--- config.mk ---
export PLATFORM = sky130hd
export DESIGN_NAME = run_ctrl
export DESIGN_NICKNAME = d
export VERILOG_FILES = /design/src/rtl/run_ctrl_pkg.sv /design/src/rtl/sat_counter.sv /design/src/rtl/run_ctrl.sv
export SDC_FILE = /design/constraint.sdc
export NUM_CORES = 1
export LEC_CHECK = 0
export CAP_MARGIN = 25
export CORE_MARGIN = 2
export CORE_UTILIZATION = 35
export CTS_BUF_LIST = sky130_fd_sc_hd__clkbuf_2 sky130_fd_sc_hd__clkbuf_4 sky130_fd_sc_hd__clkbuf_8
export DETAILED_ROUTE_END_ITERATION = 8
export PLACE_DENSITY = 0.61
export SKIP_CTS_REPAIR_TIMING = 1
export SLEW_MARGIN = 15
export SYNTH_ARGS = -nofsm -noshare
export SYNTH_HDL_FRONTEND = slang
export SYNTH_SLANG_ARGS = --single-unit
--- constraint.sdc ---
create_clock -name clk -period 2.1 [get_ports clk]
set_clock_uncertainty 0.1 [all_clocks]
set_input_delay 0.315 -clock clk [delete_from_list [all_inputs] [get_ports clk]]
set_output_delay 0.315 -clock clk [all_outputs]
set_load 0.03 [all_outputs]
--- src/rtl/run_ctrl_pkg.sv ---
// run_ctrl_pkg: shared state encoding and default constants for the
// program-execution sequencer (run_ctrl) and its helpers.
package run_ctrl_pkg;

  // Sequencer states; IDLE is the reset state.
  typedef enum logic [2:0] {
    IDLE  = 3'd0,
    LOAD  = 3'd1,
    RUN   = 3'd2,
    DRAIN = 3'd3,
    FIN   = 3'd4
  } run_state_t;

  // Defaults used by run_ctrl when the parent does not override them.
  localparam int DEF_START_PC   = 0;
  localparam int DEF_MAX_CYCLES = 4096;
  localparam int DEF_DRAIN_CYC  = 2;

endpackage

--- src/rtl/sat_counter.sv ---
// sat_counter: up-counter with synchronous clear that sticks at all-ones.
// Used for the run cycle count and for the drain cycle count.
module sat_counter #(
  parameter int W = 8
) (
  input  logic         clk,
  input  logic         reset,
  input  logic         clr,
  input  logic         inc,
  output logic [W-1:0] q
);

  // Clear has priority over increment; the count never wraps past all-ones.
  always_ff @(posedge clk or posedge reset) begin
    if (reset) begin
      q <= '0;
    end else if (clr) begin
      q <= '0;
    end else if (inc && (q != '1)) begin
      q <= q + W'(1);
    end
  end

endmodule

--- src/rtl/run_ctrl.sv ---
// run_ctrl: starts a program on li, lets the core run until it decodes HALT
// (or the watchdog fires), drains in-flight writes, then raises done.
// Optional single-step support is compiled in with `define RUN_CTRL_STEP_EN,
// which adds the step_mode and step ports.
module run_ctrl
  import run_ctrl_pkg::*;
#(
  parameter int PC_W       = 10,
  parameter int START_PC   = DEF_START_PC,
  parameter int CNT_W      = 16,
  parameter int MAX_CYCLES = DEF_MAX_CYCLES,
  parameter int DRAIN_CYC  = DEF_DRAIN_CYC
) (
  input  logic             clk,
  input  logic             reset,
  input  logic             li,
  input  logic             halt_in,
`ifdef RUN_CTRL_STEP_EN
  input  logic             step_mode,
  input  logic             step,
`endif
  output logic             pc_load,
  output logic [PC_W-1:0]  pc_target,
  output logic             run_en,
  output logic             busy,
  output logic             done,
  output logic             timeout,
  output logic [CNT_W-1:0] cycle_cnt
);

  localparam int DRAIN_LAST = (DRAIN_CYC > 0) ? DRAIN_CYC - 1 : 0;
  localparam int DW         = (DRAIN_LAST < 1) ? 1 : $clog2(DRAIN_LAST + 1);
  localparam run_state_t END_STATE = (DRAIN_CYC == 0) ? FIN : DRAIN;

  run_state_t       state;
  run_state_t       state_n;
  logic [DW-1:0]    drain_cnt;
  logic             en_slot;
  logic             at_limit;
  logic             drain_last;

`ifdef RUN_CTRL_STEP_EN
  logic step_prev;
  logic step_fire;

  // Turn each rising edge of step into a one-cycle execute slot on the next cycle.
  always_ff @(posedge clk or posedge reset) begin
    if (reset) begin
      step_prev <= 1'b0;
      step_fire <= 1'b0;
    end else begin
      step_prev <= step;
      step_fire <= step & ~step_prev;
    end
  end

  assign en_slot = ~step_mode | step_fire;
`else
  assign en_slot = 1'b1;
`endif

  assign at_limit   = (cycle_cnt == CNT_W'(MAX_CYCLES - 1));
  assign drain_last = (drain_cnt == DW'(DRAIN_LAST));

  // State register.
  always_ff @(posedge clk or posedge reset) begin
    if (reset) begin
      state <= IDLE;
    end else begin
      state <= state_n;
    end
  end

  // Next-state logic and the only combinational output, run_en (HALT never advances).
  always_comb begin
    state_n = state;
    run_en  = 1'b0;
    case (state)
      IDLE:  if (li) state_n = LOAD;
      LOAD:  state_n = RUN;
      RUN: begin
        run_en = ~halt_in & en_slot;
        if (halt_in) begin
          state_n = END_STATE;
        end else if (en_slot && at_limit) begin
          state_n = END_STATE;
        end
      end
      DRAIN: if (drain_last) state_n = FIN;
      FIN:   if (li) state_n = LOAD;
      default: state_n = IDLE;
    endcase
  end

  // Watchdog flag: cleared when a run is launched, set only when the limit ends RUN without a halt.
  always_ff @(posedge clk or posedge reset) begin
    if (reset) begin
      timeout <= 1'b0;
    end else if (state == LOAD) begin
      timeout <= 1'b0;
    end else if ((state == RUN) && !halt_in && en_slot && at_limit) begin
      timeout <= 1'b1;
    end
  end

  sat_counter #(.W(CNT_W)) u_cycle_cnt (
    .clk   (clk),
    .reset (reset),
    .clr   (state == LOAD),
    .inc   ((state == RUN) && en_slot),
    .q     (cycle_cnt)
  );

  sat_counter #(.W(DW)) u_drain_cnt (
    .clk   (clk),
    .reset (reset),
    .clr   (state != DRAIN),
    .inc   (state == DRAIN),
    .q     (drain_cnt)
  );

  assign pc_load   = (state == LOAD);
  assign pc_target = PC_W'(START_PC);
  assign busy      = (state == LOAD) || (state == RUN) || (state == DRAIN);
  assign done      = (state == FIN);

endmodule
==> results.md <==
Status:
- The run finished with clean final reports.

Clock tree:
- Clock tree synthesis found a total of 21 sinks.
- The register clock-pin slew on the reported worst setup and hold paths is 0.12 ns.
- The level count of the clock H-tree is 1.
- The clock network latency to the later pin of the worst-skew pair is about 0.31 ns.
- Buffers inserted during clock tree synthesis total 3.
- The buffer type at the clock tree root is sky130_fd_sc_hd__clkbuf_4.
- The TritonCTS clock tree is yes.
- The maximum number of buffers from clock root to sink is 2.

STA:
- The worst pin sits at a relative slew slack of a little over three fifths.
- The final-report hold violation count is 0.
- The total of endpoints with negative setup slack in the final report is 0.
- At the pin with the least slew margin, the transition time is 0.545 ns.
- Setup repair after global routing left no endpoint under its margin.
- The worst path in the final design needs a cycle of about 2 ns, including I/O delays and setup.
- The share of the cycle needed by the critical path after routing is 95.5%.
- The highest attainable clock frequency is about 500 MHz.
- The final setup slack of the worst path is around 0.095 ns.
- The max-slew violation total from the final report is 0.

Placed design:
- The minimum setup slack after placement is 0.192 ns.
- The final HPWL from detailed placement is between 2000 and 2500 um.
- The congestion estimate from routability-driven global placement came to approximately 0.76.
- The count of input and output buffers is 24.

Synth:
- Yosys printed 0 warnings.
- The average footprint of a synthesized cell is ~9 um2.
- The synthesized instance count is roughly 130.
- The register area share after synthesis is 43.6%.
- The combined area of all synthesized cells is 1200 um2.
- The number of storage elements in the synthesis netlist is 21.
- Counting distinct cell types in the post-synthesis netlist gives 27.

Global route:
- The overflow left after global routing is 0.
- The wire length of the first global-routing pass is around 4900 um.
- The all-layer global routing usage is between 10% and 20%.
- The initial antenna violation count was 0.
- The number of global-route vias before repair was approximately 1,100.
- Entering global routing, the biggest net connects 22 pins.

Cells and area:
- Cells with a size suffix above 1 make up 15.0% of the layout.
- Counting the fill cells in the layout gives ~340.
- The total area of sequential cells is about 530 um2.
- In the final layout, the multi-input gates occupy around 610 um2.
- Compared with the post-synthesis result, the final layout area differs by 33.3%.
- The antenna diode instance count is 0.
- The count of nets after finishing is around 180.
- At the end of the flow the core is filled with cells to roughly half.

Critical path:
- The worst setup path is launched from a flop.
- The nature of the critical path endpoint is an output pin.
- Data arrives at the worst endpoint at roughly 1.6 ns.
- In this run the critical register-to-register path is launched from u_cycle_cnt.q[0].
- The endpoint required time on the critical path is 1.68 ns.
- The maximum fanout count along the critical path is 7.
- The worst setup path is of the reg -> out kind.
- The depth of the worst register-to-register path is 5.
- The internal reg-to-reg setup slack is between 0.1 and 0.15 ns.
- The critical path starts at state[2].

Floorplanning:
- The initial utilization of the core area, before any placement, comes to 36.4%.
- The floorplan core area is approximately 3300 um2.
- From left edge to right edge, the die measures between 60 and 70 um.
- Row generation in the floorplan step produced 21 rows.
- During I/O placement, the number of pins put on the boundary was 35.
- The die is 62.7 um tall.
- The die covers 3930 um2.

Pwr:
- For this design the total switching power over the nets is 632 uW.
- The fraction of power consumed by combinational cells is approximately half.
- Net switching is a little over two fifths of the power.
- The standby leakage power is ~0.00075 uW.
- The internal power of the cells totals 869 uW.
- Dividing total power by cell area gives a power density of around 930 nW/um2.
- The clock group share of total power is a little over an eighth.
- The peak supply drop is about 0.4 mV.
- The proportion of power drawn by flip-flops and latches is roughly 37%.

Worst hold path:
- The worst min-delay path class is in -> async.

Detailed routing:
- Summed over all layers, the routed wires come to roughly 2900 um.
- The count of vias placed by the detailed router is 1,108.
- The post-detailed-route wirelength per cell is 13.1 um.
- The number of DRC violations after detailed-routing iteration 0 is 40.
- The via count normalized by instance count is 5.06.
- The number of optimization iterations in the first detailed-route pass is 4.
- After detailed routing, the number of remaining DRC violations is 0.
- The count of nets left with antenna violations once routing finished came out at 0.

Run:
- The tool flagged a number of max-cap violations equal to 0.
-- area by class of cell --
class	instances	share of cell area (%)
inverters	3	0.701
multi-input cells	105	38.2
clock buffers	3	1.40
repair buffers	40	23.0
clock inverters	1	0.312
flip-flops and latches	21	32.9
well taps	46	3.58
-- stage by stage --
step                TNS (ns)  instances  hold slack (ns)  total power, uW  cell area (um2)
floorplan                  0        143            0.192              990             1240
global placement           0        212            0.384             1240             1530
detailed placement         0        212            0.395             1250             1530
CTS                   -0.212        216            0.231             1450             1560
global route               0        219            0.245             1610             1610
finish                     0        219            0.216             1500             1610
-- flip-flops by register name, indices dropped and copies added, names as in the netlist --
name / count
u_cycle_cnt.q: 16
timeout: 1
state: 3
u_drain_cnt.q: 1
-- metal layers --
layer / vias to the layer above / routed length, um / global-route usage [%]
li1: 542 / - / -
met1: 539 / 1320 / 21.4
met2: 23 / 1390 / 24.3
met3: 4 / 111 / 3.24
met4: 0 / 29 / 5.28
met5: - / 0 / 0
-- cell usage after synthesis (all sizes together) --
master  instances  area share [%]
nor3b           1             1.0
o31ai           1            0.62
mux2i          11             9.1
clkbuf          2            0.62
ha              1             1.0
and2            2             1.0
nand2          20             6.2
conb            1            0.31
or3b            1            0.73
nor2b           1            0.52
nor3            6             2.5
nand3          10             4.2
nor4            4             2.1
or4             3             1.9
and4            2             1.5
dfrtp          21              44
buf            12             7.6
and3            2             1.0
nand4           8             4.2
o21ai           6             2.5
a21oi           6             2.5
o311ai          1            0.73
inv             3            0.93
or3             4             2.1
nor2            5             1.6
-- final timing paths --
path / to
worst max-delay path: run_en
worst min-delay path: state[0]
worst max register to register: u_cycle_cnt.q[7]
worst min register to register: timeout
max in group asynchronous: state[2]
min in group clk: timeout
-- worst max-delay path, stage by stage (launching register included) --
cell	delay, ns
sky130_fd_sc_hd__dfrtp_2	0.46
sky130_fd_sc_hd__or3b_4	0.42
sky130_fd_sc_hd__buf_4	0.18
sky130_fd_sc_hd__nor2_4	0.09
sky130_fd_sc_hd__buf_6	0.13
-- cells by family after synthesis --
family          synth area share [%]
buf+inv                         9.14
mux                             9.14
compound gates                  6.33
flops                           43.6
fa+ha+maj                       1.04
simple gates                    30.4
other cells                    0.311
-- layout by cell type, fill, tap and decap left out, drive strengths merged --
cell and n:
clkinv 1, o21ai 6, conb 10, mux2i 11
nor2b 1, nor3 6, and2 2, ha 1
dlymetal6s2s 3, or3 4, inv 3, nand2 20
and4 2, clkbuf 3, o311ai 1, or3b 1
nand3 10, nor4 4, nor2 5, and3 2
buf 17, nor3b 1, a21oi 6, nand4 8
or4 3, dfrtp 21, o31ai 1, clkdlybuf4s50 20
-- power groups by stage --
stage / Clock, uW / Combinational [uW] / Sequential, uW
2_1_floorplan: 0 / 387 / 603
3_3_place_gp: 0 / 690 / 554
3_5_place_dp: 0 / 692 / 561
4_1_cts: 206 / 694 / 552
5_1_grt: 232 / 821 / 562
6_report: 199 / 754 / 548
(Power assumes the default switching activity.)
